File: config.mk
export PLATFORM = sky130hd
export DESIGN_NAME = led_bank
export DESIGN_NICKNAME = d
export VERILOG_FILES = /design/src/rtl/led_bank_pkg.sv /design/src/rtl/led_bank_tick_gen.sv /design/src/rtl/led_bank.sv
export SDC_FILE = /design/constraint.sdc
export NUM_CORES = 1
export LEC_CHECK = 0
export ABC_AREA = 0
export CORE_ASPECT_RATIO = 1.1
export CORE_UTILIZATION = 39
export CTS_BUF_LIST = sky130_fd_sc_hd__clkbuf_8
export DETAILED_ROUTE_END_ITERATION = 8
export PLACE_DENSITY = 0.61
export SETUP_SLACK_MARGIN = 0.05
export SLEW_MARGIN = 40
export SYNTH_ARGS = -nofsm -noshare
export SYNTH_HDL_FRONTEND = slang
export SYNTH_SLANG_ARGS = --single-unit
File: constraint.sdc
create_clock -name clk -period 2.18 [get_ports clk]
set_input_delay 0.654 -clock clk [delete_from_list [all_inputs] [get_ports clk]]
set_output_delay 0.654 -clock clk [all_outputs]
set_load 0.02 [all_outputs]
File: src/rtl/led_bank_pkg.sv
// -----------------------------------------------------------------------------
// led_bank_pkg
//   Shared definitions for the LED bank and other blocks that reuse its
//   channel mode encoding.
//   - MODE_W : width of a channel mode field
//   - mode_t : OFF / ON / BLINK / PWM channel modes
// -----------------------------------------------------------------------------
package led_bank_pkg;

  localparam int MODE_W = 2;

  typedef enum logic [MODE_W-1:0] {
    MODE_OFF   = 2'd0,
    MODE_ON    = 2'd1,
    MODE_BLINK = 2'd2,
    MODE_PWM   = 2'd3
  } mode_t;

endpackage : led_bank_pkg

File: src/rtl/led_bank_tick_gen.sv
// -----------------------------------------------------------------------------
// tick_gen
//   Prescaler producing a registered one-cycle pulse every PRESC_DIV clocks.
//   The first pulse appears PRESC_DIV cycles after reset is released.
//   Parameters:
//     PRESC_DIV : clk cycles per tick (>= 2)
//     PRESC_W   : prescaler counter width, 2^PRESC_W >= PRESC_DIV
//   Ports:
//     clk  : system clock
//     rst  : synchronous reset, active-high
//     tick : one-cycle pulse, registered
// -----------------------------------------------------------------------------
module tick_gen #(
  parameter int PRESC_DIV = 1000,
  parameter int PRESC_W   = 20
) (
  input  logic clk,
  input  logic rst,
  output logic tick
);

  localparam logic [PRESC_W-1:0] PRESC_LAST = PRESC_W'(PRESC_DIV - 1);

  logic [PRESC_W-1:0] presc_q;
  logic [PRESC_W-1:0] presc_d;
  logic               tick_q;
  logic               tick_d;

  // tick is registered from the terminal-count compare, so it is high in the
  // cycle after the prescaler sits at its last value.
  always_comb begin
    tick_d  = (presc_q == PRESC_LAST);
    presc_d = presc_q + PRESC_W'(1);
    if (tick_d) begin
      presc_d = '0;
    end
  end

  always_ff @(posedge clk) begin
    if (rst) begin
      presc_q <= '0;
      tick_q  <= 1'b0;
    end else begin
      presc_q <= presc_d;
      tick_q  <= tick_d;
    end
  end

  assign tick = tick_q;

endmodule : tick_gen

File: src/rtl/led_bank.sv
// -----------------------------------------------------------------------------
// led_bank
//   Multi-channel LED driver. Each channel has a mode (OFF / ON / BLINK / PWM)
//   and an 8-bit value written through a single-cycle write port. Channel
//   counters advance on the shared prescaler tick.
//   Parameters:
//     N_CH       : number of LED channels
//     PRESC_DIV  : clk cycles per tick (>= 2)
//     PRESC_W    : prescaler width, 2^PRESC_W >= PRESC_DIV
//     VAL_W      : width of per-channel value and counter
//     ACTIVE_LOW : 1 = LED lit when its output is 0
//   Ports:
//     clk     : system clock
//     rst     : synchronous reset, active-high
//     wr_en   : config write strobe (one cycle)
//     wr_ch   : target channel; indices >= N_CH are ignored
//     wr_mode : 0 OFF, 1 ON, 2 BLINK, 3 PWM
//     wr_val  : BLINK half-period in ticks minus 1, or PWM duty
//     tick    : prescaler pulse, registered
//     led     : LED drive, registered, polarity per ACTIVE_LOW
// -----------------------------------------------------------------------------
module led_bank
  import led_bank_pkg::*;
#(
  parameter int N_CH       = 12,
  parameter int PRESC_DIV  = 1000,
  parameter int PRESC_W    = 20,
  parameter int VAL_W      = 8,
  parameter bit ACTIVE_LOW = 1'b1,
  localparam int CH_W      = (N_CH > 1) ? $clog2(N_CH) : 1
) (
  input  logic              clk,
  input  logic              rst,
  input  logic              wr_en,
  input  logic [CH_W-1:0]   wr_ch,
  input  logic [MODE_W-1:0] wr_mode,
  input  logic [VAL_W-1:0]  wr_val,
  output logic              tick,
  output logic [N_CH-1:0]   led
);

  logic [N_CH-1:0] led_q;
  logic [N_CH-1:0] led_d;

  tick_gen #(
    .PRESC_DIV (PRESC_DIV),
    .PRESC_W   (PRESC_W)
  ) u_tick_gen (
    .clk  (clk),
    .rst  (rst),
    .tick (tick)
  );

  for (genvar gi = 0; gi < N_CH; gi++) begin : g_ch
    mode_t              mode_q;
    mode_t              mode_d;
    logic [VAL_W-1:0]   val_q;
    logic [VAL_W-1:0]   val_d;
    logic [VAL_W-1:0]   cnt_q;
    logic [VAL_W-1:0]   cnt_d;
    logic               phase_q;
    logic               phase_d;
    logic               wr_hit;
    logic               lit;

    // Out-of-range indices never equal any generated channel number, so
    // invalid writes fall through without a separate range check.
    assign wr_hit = wr_en && (wr_ch == CH_W'(gi));

    always_comb begin
      mode_d  = mode_q;
      val_d   = val_q;
      cnt_d   = cnt_q;
      phase_d = phase_q;
      if (wr_hit) begin
        // A write restarts the channel; a coincident tick is dropped.
        mode_d  = mode_t'(wr_mode);
        val_d   = wr_val;
        cnt_d   = '0;
        phase_d = 1'b0;
      end else if (tick) begin
        case (mode_q)
          MODE_BLINK: begin
            if (cnt_q == val_q) begin
              cnt_d   = '0;
              phase_d = ~phase_q;
            end else begin
              cnt_d = cnt_q + VAL_W'(1);
            end
          end
          MODE_PWM: begin
            cnt_d = cnt_q + VAL_W'(1);
          end
          default: begin
            cnt_d = cnt_q;
          end
        endcase
      end
    end

    always_ff @(posedge clk) begin
      if (rst) begin
        mode_q  <= MODE_OFF;
        val_q   <= '0;
        cnt_q   <= '0;
        phase_q <= 1'b0;
      end else begin
        mode_q  <= mode_d;
        val_q   <= val_d;
        cnt_q   <= cnt_d;
        phase_q <= phase_d;
      end
    end

    // PWM lights for counter values 0..val-1, so val = 0 is dark and the
    // maximum value is dark for exactly one counter step.
    always_comb begin
      lit = 1'b0;
      case (mode_q)
        MODE_OFF:   lit = 1'b0;
        MODE_ON:    lit = 1'b1;
        MODE_BLINK: lit = phase_q;
        MODE_PWM:   lit = (cnt_q < val_q);
        default:    lit = 1'b0;
      endcase
    end

    assign led_d[gi] = lit ^ ACTIVE_LOW;
  end

  always_ff @(posedge clk) begin
    if (rst) begin
      led_q <= {N_CH{ACTIVE_LOW}};
    end else begin
      led_q <= led_d;
    end
  end

  assign led = led_q;

endmodule : led_bank

## After elaboration in Yosys (flattened, before gate mapping)

Cells that the tools add are included.
Widths: inputs -> output; s select.

- Register bits: 261
- Output and inout port bits: 13

- Reductions and logical operators: 74
- Add/subtract/negate cells: 13
- Magnitude comparators: 12
- Equality and inequality tests: 60
- Bitwise logic cells: 24
- Mux-type cells: 36

Operators by type and width:

| operator | count |
|---|---|
| $pmux 8 s2 | 12 |
| $add 8x1->8 const B | 12 |
| $eq 8x8->1 | 12 |
| $lt 8x8->1 | 12 |
| $mux 8 | 12 |
| $eq 2x2->1 const B | 24 |
| $pmux 1 s4 | 12 |
| $reduce_and 3->1 | 12 |
| $reduce_or 2->1 | 13 |
| $eq 2x1->1 const B | 12 |
| $logic_not 2->1 | 12 |
| $not 1->1 | 24 |
| $reduce_and 2->1 | 12 |
| $reduce_bool 2->1 | 12 |
| $add 20x1->20 const B | 1 |
| $eq 20x10->1 const B | 1 |
| $eq 4x3->1 const B | 4 |
| $eq 4x4->1 const B | 4 |
| $logic_and 1x1->1 | 12 |
| $eq 4x2->1 const B | 2 |
| $eq 4x1->1 const B | 1 |
| $logic_not 4->1 | 1 |

## Longest topological paths before layout

- Depth after elaboration: 3
- Depth in mapped cells: 7

## Cells and area by module

From an unflattened synthesis, not the netlist that was laid out.

- Cells, all modules: 1565
- Area total of the unflattened synthesis: 12884.9 µm²

Modules (own cells, without submodules):

| module | area each (µm²) | instances | seq. area each (µm²) | cells each |
|---|---|---|---|---|
| led_bank | 11951.5 | 1 | 4804.6 | 1460 |
| tick_gen | 933.4 | 1 | 420.4 | 105 |

## Least setup slack after synthesis

Ideal clock, no wire load.

- Path type: in2reg
- Start: input wr_ch[1]
- End: register g_ch[1].val_q[1]
- Required time: 2.052 ns
- Buffers on the path: 3
- Setup slack: 0.109 ns
- Stages: 7
- Arrival: 1.943 ns
- Cells stage by stage: clkbuf_1 > nand2b_1 > clkbuf_1 > nand2b_1 > buf_2 > mux2i_1 > nor2_1

- Longest elaborated chain between the ends: 2

Ends and longest elaborated chain:

| item | RTL line | text |
|---|---|---|
| start, declared | led_bank.sv:35 | `input logic [CH_W-1:0] wr_ch,` |
| $eq 4x1->1 | led_bank.sv:68 | `assign wr_hit = wr_en && (wr_ch == CH_W'(gi));` |
| $logic_and 1x1->1 | led_bank.sv:68 |  |
| end signal, assigned | led_bank.sv:109 | `val_q <= val_d;` |
| end, declared | led_bank.sv:57 | `logic [VAL_W-1:0] val_q;` |

No other way between the ends.
A chain may end at the register's enable or synchronous reset.

## Worst setup path after layout

- Start: register u_tick_gen.presc_q[6]
- End: register u_tick_gen.presc_q[19]

- Longest elaborated chain between the ends: 2
- Elaborated cells on any way between the ends: 3
- Classes of those cells: add/sub (1); eq/ne (1); reduce/logical (1)

Ends and longest elaborated chain:

| item | RTL line | text |
|---|---|---|
| start, declared | led_bank_tick_gen.sv:24 | `logic [PRESC_W-1:0] presc_q;` |
| start signal, assigned | led_bank_tick_gen.sv:44 | `presc_q <= presc_d;` |
| branches (longest 2 deep; another with $add 20x1->20) | -- |  |

Several ways; the timed one is not identified.

==> metrics.md <==
| Metric | Value |
|---|---|
| Fmax | 517 MHz |
| Die H | 193 microns |
| Clk buf depth | 3 |
| Sink Count | 261 |
| Fin crit share | 88.8% |
| Cells after synthesis | 1553 |
| Final Slew Violations | 0 |
| Worst-path maximum fanout | 7 |
| Overall power | 9.46 mW |
| Die Wd | 175 microns |
| Pre-CTS WS | -253 ps |
| PwrDens | 640 nW/um^2 |
| Area leader, netlist | dfxtp_1 |
| Syn. warnings | 0 |
| Yosys top cell area share | 40.6% |
| Worst Skew | 14.2 ps |
| Req. time, crit path | 2670 ps |
| Iter 0 DRT Violations | 528 |
| Register area share after synthesis | 40.6% |
| Switching power of the nets | 2.24 mW |
| Starting Density | 39.8% |
| Min Clock Period, post-route | 1940 ps |
| DRC | 0 |
| Tot GR Track Use | 18.0% |
| Crit path DAT | 2420 ps |
| RSZ-0062 raised after global routing | no |
| CTS Hold Buffers Added | 0 |
| Die ar. | 33800 sq um |
| Worst Tran Pin Value | 521 ps |
| Area post-placement | 14000 sq um |
| Hold slack final | 364 ps |
| Worst vdd ir | 301 uV |
| Ports | 30 |
| Design area | 14800 sq um |
| DR vias/cell | 5.09 |
| Final ANT Viol Nets | 0 |
| Root buf cell | clkbuf_8 |
| Clk pwr share | 44.0% |
| Vias | 10518 |
| Share of cells above drive strength 1 | 8.29% |
| WL per Instance | 14.4 microns |
| Min-Delay Path Depth | 2 |
| Initial antenna violation count | 0 |
| Core area | 32400 sq um |
| R2R Path End | u_tick_gen.presc_q[19] |
| Final setup fails | 0 |
| Ys async rst share | 0% |
| Post-Syn Area per Cell | 8.29 sq um |
| First-pass GRT wire length | 49700 microns |
| Most common flop cell mapped by yosys | dfxtp_1 |
| Max Cap Violations | 0 |
| Final Non-Filler Cells | 2067 |
| Yosys reg bits | 261 |
| Crit. End Element | register |
| Clock Pin Slew Worst Setup and Hold Paths | 50 ps |
| Synth-to-layout area growth | 14.9% |
| Hold Path Class | in -> reg |
| First-pass iteration count of the detailed router | 4 |
| Vias in the first global route | 10112 |
| Congestion Overflow GR | 0 |
| Class of the most critical setup path | reg -> reg |
| Worst-Skew Late Latency | 550 ps |
| Sw Share | 23.6% |
| Placer congestion estimate | 0.815 |
| CTS tree | yes |
| HP Start | rst |
| Mapped Area | 12900 sq um |
| Total CTS buffers | 45 |
| Total internal power | 7.23 mW |
| Final HPWL DP | 20500 microns |
| Rows | 69 |
| Pin count of the biggest net entering global routing | 55 |
| Synth area leaders | dfxtp_1, ha_1, nand2_1 |
| CP startpoint kind | register |
| Comb pwr share | 5.0% |
| FF-to-FF Start | u_tick_gen.presc_q[6] |
| Flop-to-flop setup slack | 240 ps |
| Port Buffers | 29 |
| Relative slew slack | 64.9% |
| Reg2reg path depth | 4 |
| Final Util | 45.7% |
| Total Nets Final | 1739 |
| Post-synth cell types | 44 |
| Static leakage | 5.49 nW |
| Worst setup margin | 244 ps |
| Syn nets | 1679 |
| Post-Route WL | 29900 microns |
| Final Hold Viols | 0 |
| Min-Delay Endpoint | u_tick_gen.tick |
| DP Cell Count | 1992 |
| Register share of total power | 51.0% |
| Number of diodes | 0 |
| CTS H-tree depth | 2 |
| EDFF count, synth | 0 |
| Setup_tns | 0 ps |
| Status | complete, no violations |
Yosys cell counts, types with 2 or more instances:
cell type,number
mux2i_1,34
and3_1,15
ha_1,109
a211oi_1,16
nand3_1,34
dfxtp_1,261
and2_1,4
and4_1,10
nand2b_1,4
o211ai_1,16
a221o_1,4
nand3b_1,11
a2bb2oi_1,2
buf_2,3
nor4_1,18
a31oi_1,7
o31ai_1,3
mux2_2,4
a21oi_1,122
or3b_2,6
nor2b_1,17
xnor2_1,60
nor3_1,37
o21ai_0,70
or4_1,4
or3_1,20
inv_1,118
nand2_1,205
a211o_1,7
buf_1,2
xor2_1,48
nor2_1,153
clkbuf_1,72
nand4_1,47
layout make-up:
class                      count  area, sq um
fill                        3210        17600
multi-input combinational   1097         6920
sequential                   261         5230
timing repair buffer          90          832
clock buffer                  55          757
tap                          426          533
inverter                     118          443
clock inverter                20         81.3
placed cells by master, fill, tap and decap left out, drive strengths merged, types with 17 or more instances in the layout:
master,count
clkbuf,55
inv,135
dfxtp,261
ha,109
or3,21
nor3,37
nor2,153
buf,62
nand4,48
xnor2,60
o21ai,70
nor2b,17
a21oi,122
mux2i,34
nor4,18
xor2,48
nand2,205
nand3,35
how the worst max path moves through the flow:
| stage | from | endpoint | slack, ps | cells past startpoint |
|---|---|---|---|---|
| final | u_tick_gen.presc_q[6] | u_tick_gen.presc_q[19] | 240 | 4 |
| after global routing | g_ch[0].val_q[7] | g_ch[0].cnt_q[7] | 100 | 6 |
| after CTS | led[11] | led[11] | 50 | 1 |
| after detailed placement | wr_en | g_ch[3].cnt_q[2] | -250 | 7 |
| after global placement | wr_en | g_ch[3].cnt_q[7] | -230 | 7 |
| after floorplan | wr_ch[1] | g_ch[1].val_q[1] | 110 | 7 |
timing repair:
item                                    CTS  global route
gates resized for setup                   9             4
endpoints found under the setup margin    9             4
buffers inserted                          0             0
gates cloned                              0             0
cell families (layout without fill, tap and decap cells):
logic type / after synthesis / count (layout) / share of synthesized area, %
AOI/OAI and AO/OA: 251 / 251 / 11.1
xor gates and xnor gates: 108 / 108 / 7.34
buffers and inverters: 195 / 283 / 5.71
and+or+nand+nor: 591 / 591 / 21.7
muxes: 38 / 38 / 2.99
adders and majority gates: 109 / 109 / 10.6
DFF: 261 / 261 / 40.6
sequential cells by signal (all words and copies together) (netlist names):
signal	count
g_ch.val_q	96
u_tick_gen.tick	1
u_tick_gen.presc_q	20
g_ch.phase_q	12
g_ch.cnt_q	96
g_ch.mode_q	24
led	12
critical path: stages, from the launching register on:
cell and delay [ps]:
dfxtp_1 450, nand4_4 180, or4_4 610, or4_1 490, a21oi_1 140
routing by layer:
| metal | share of wire (%) | track usage (%) | vias to the layer above | routed length, microns |
|---|---|---|---|---|
| met1 | 47 | 23.1 | 4896 | 14100 |
| met4 | 1.9 | 5.32 | 0 | 578 |
| met5 | 0 | 0 | - | 0 |
| li1 | - | - | 5412 | - |
| met3 | 4.0 | 2.88 | 46 | 1180 |
| met2 | 47 | 30.9 | 164 | 14000 |
power groups by stage:
stage / Clock (mW) / Sequential (mW) / Combinational (mW)
final: 4.16 / 4.83 / 0.471
after global routing: 4.56 / 4.83 / 0.516
after CTS: 4.31 / 4.83 / 0.474
after detailed placement: 0 / 4.93 / 0.473
after global placement: 0 / 4.93 / 0.466
after floorplan: 0 / 4.93 / 0.269
Note: power is estimated with default switching activity, not from simulation.
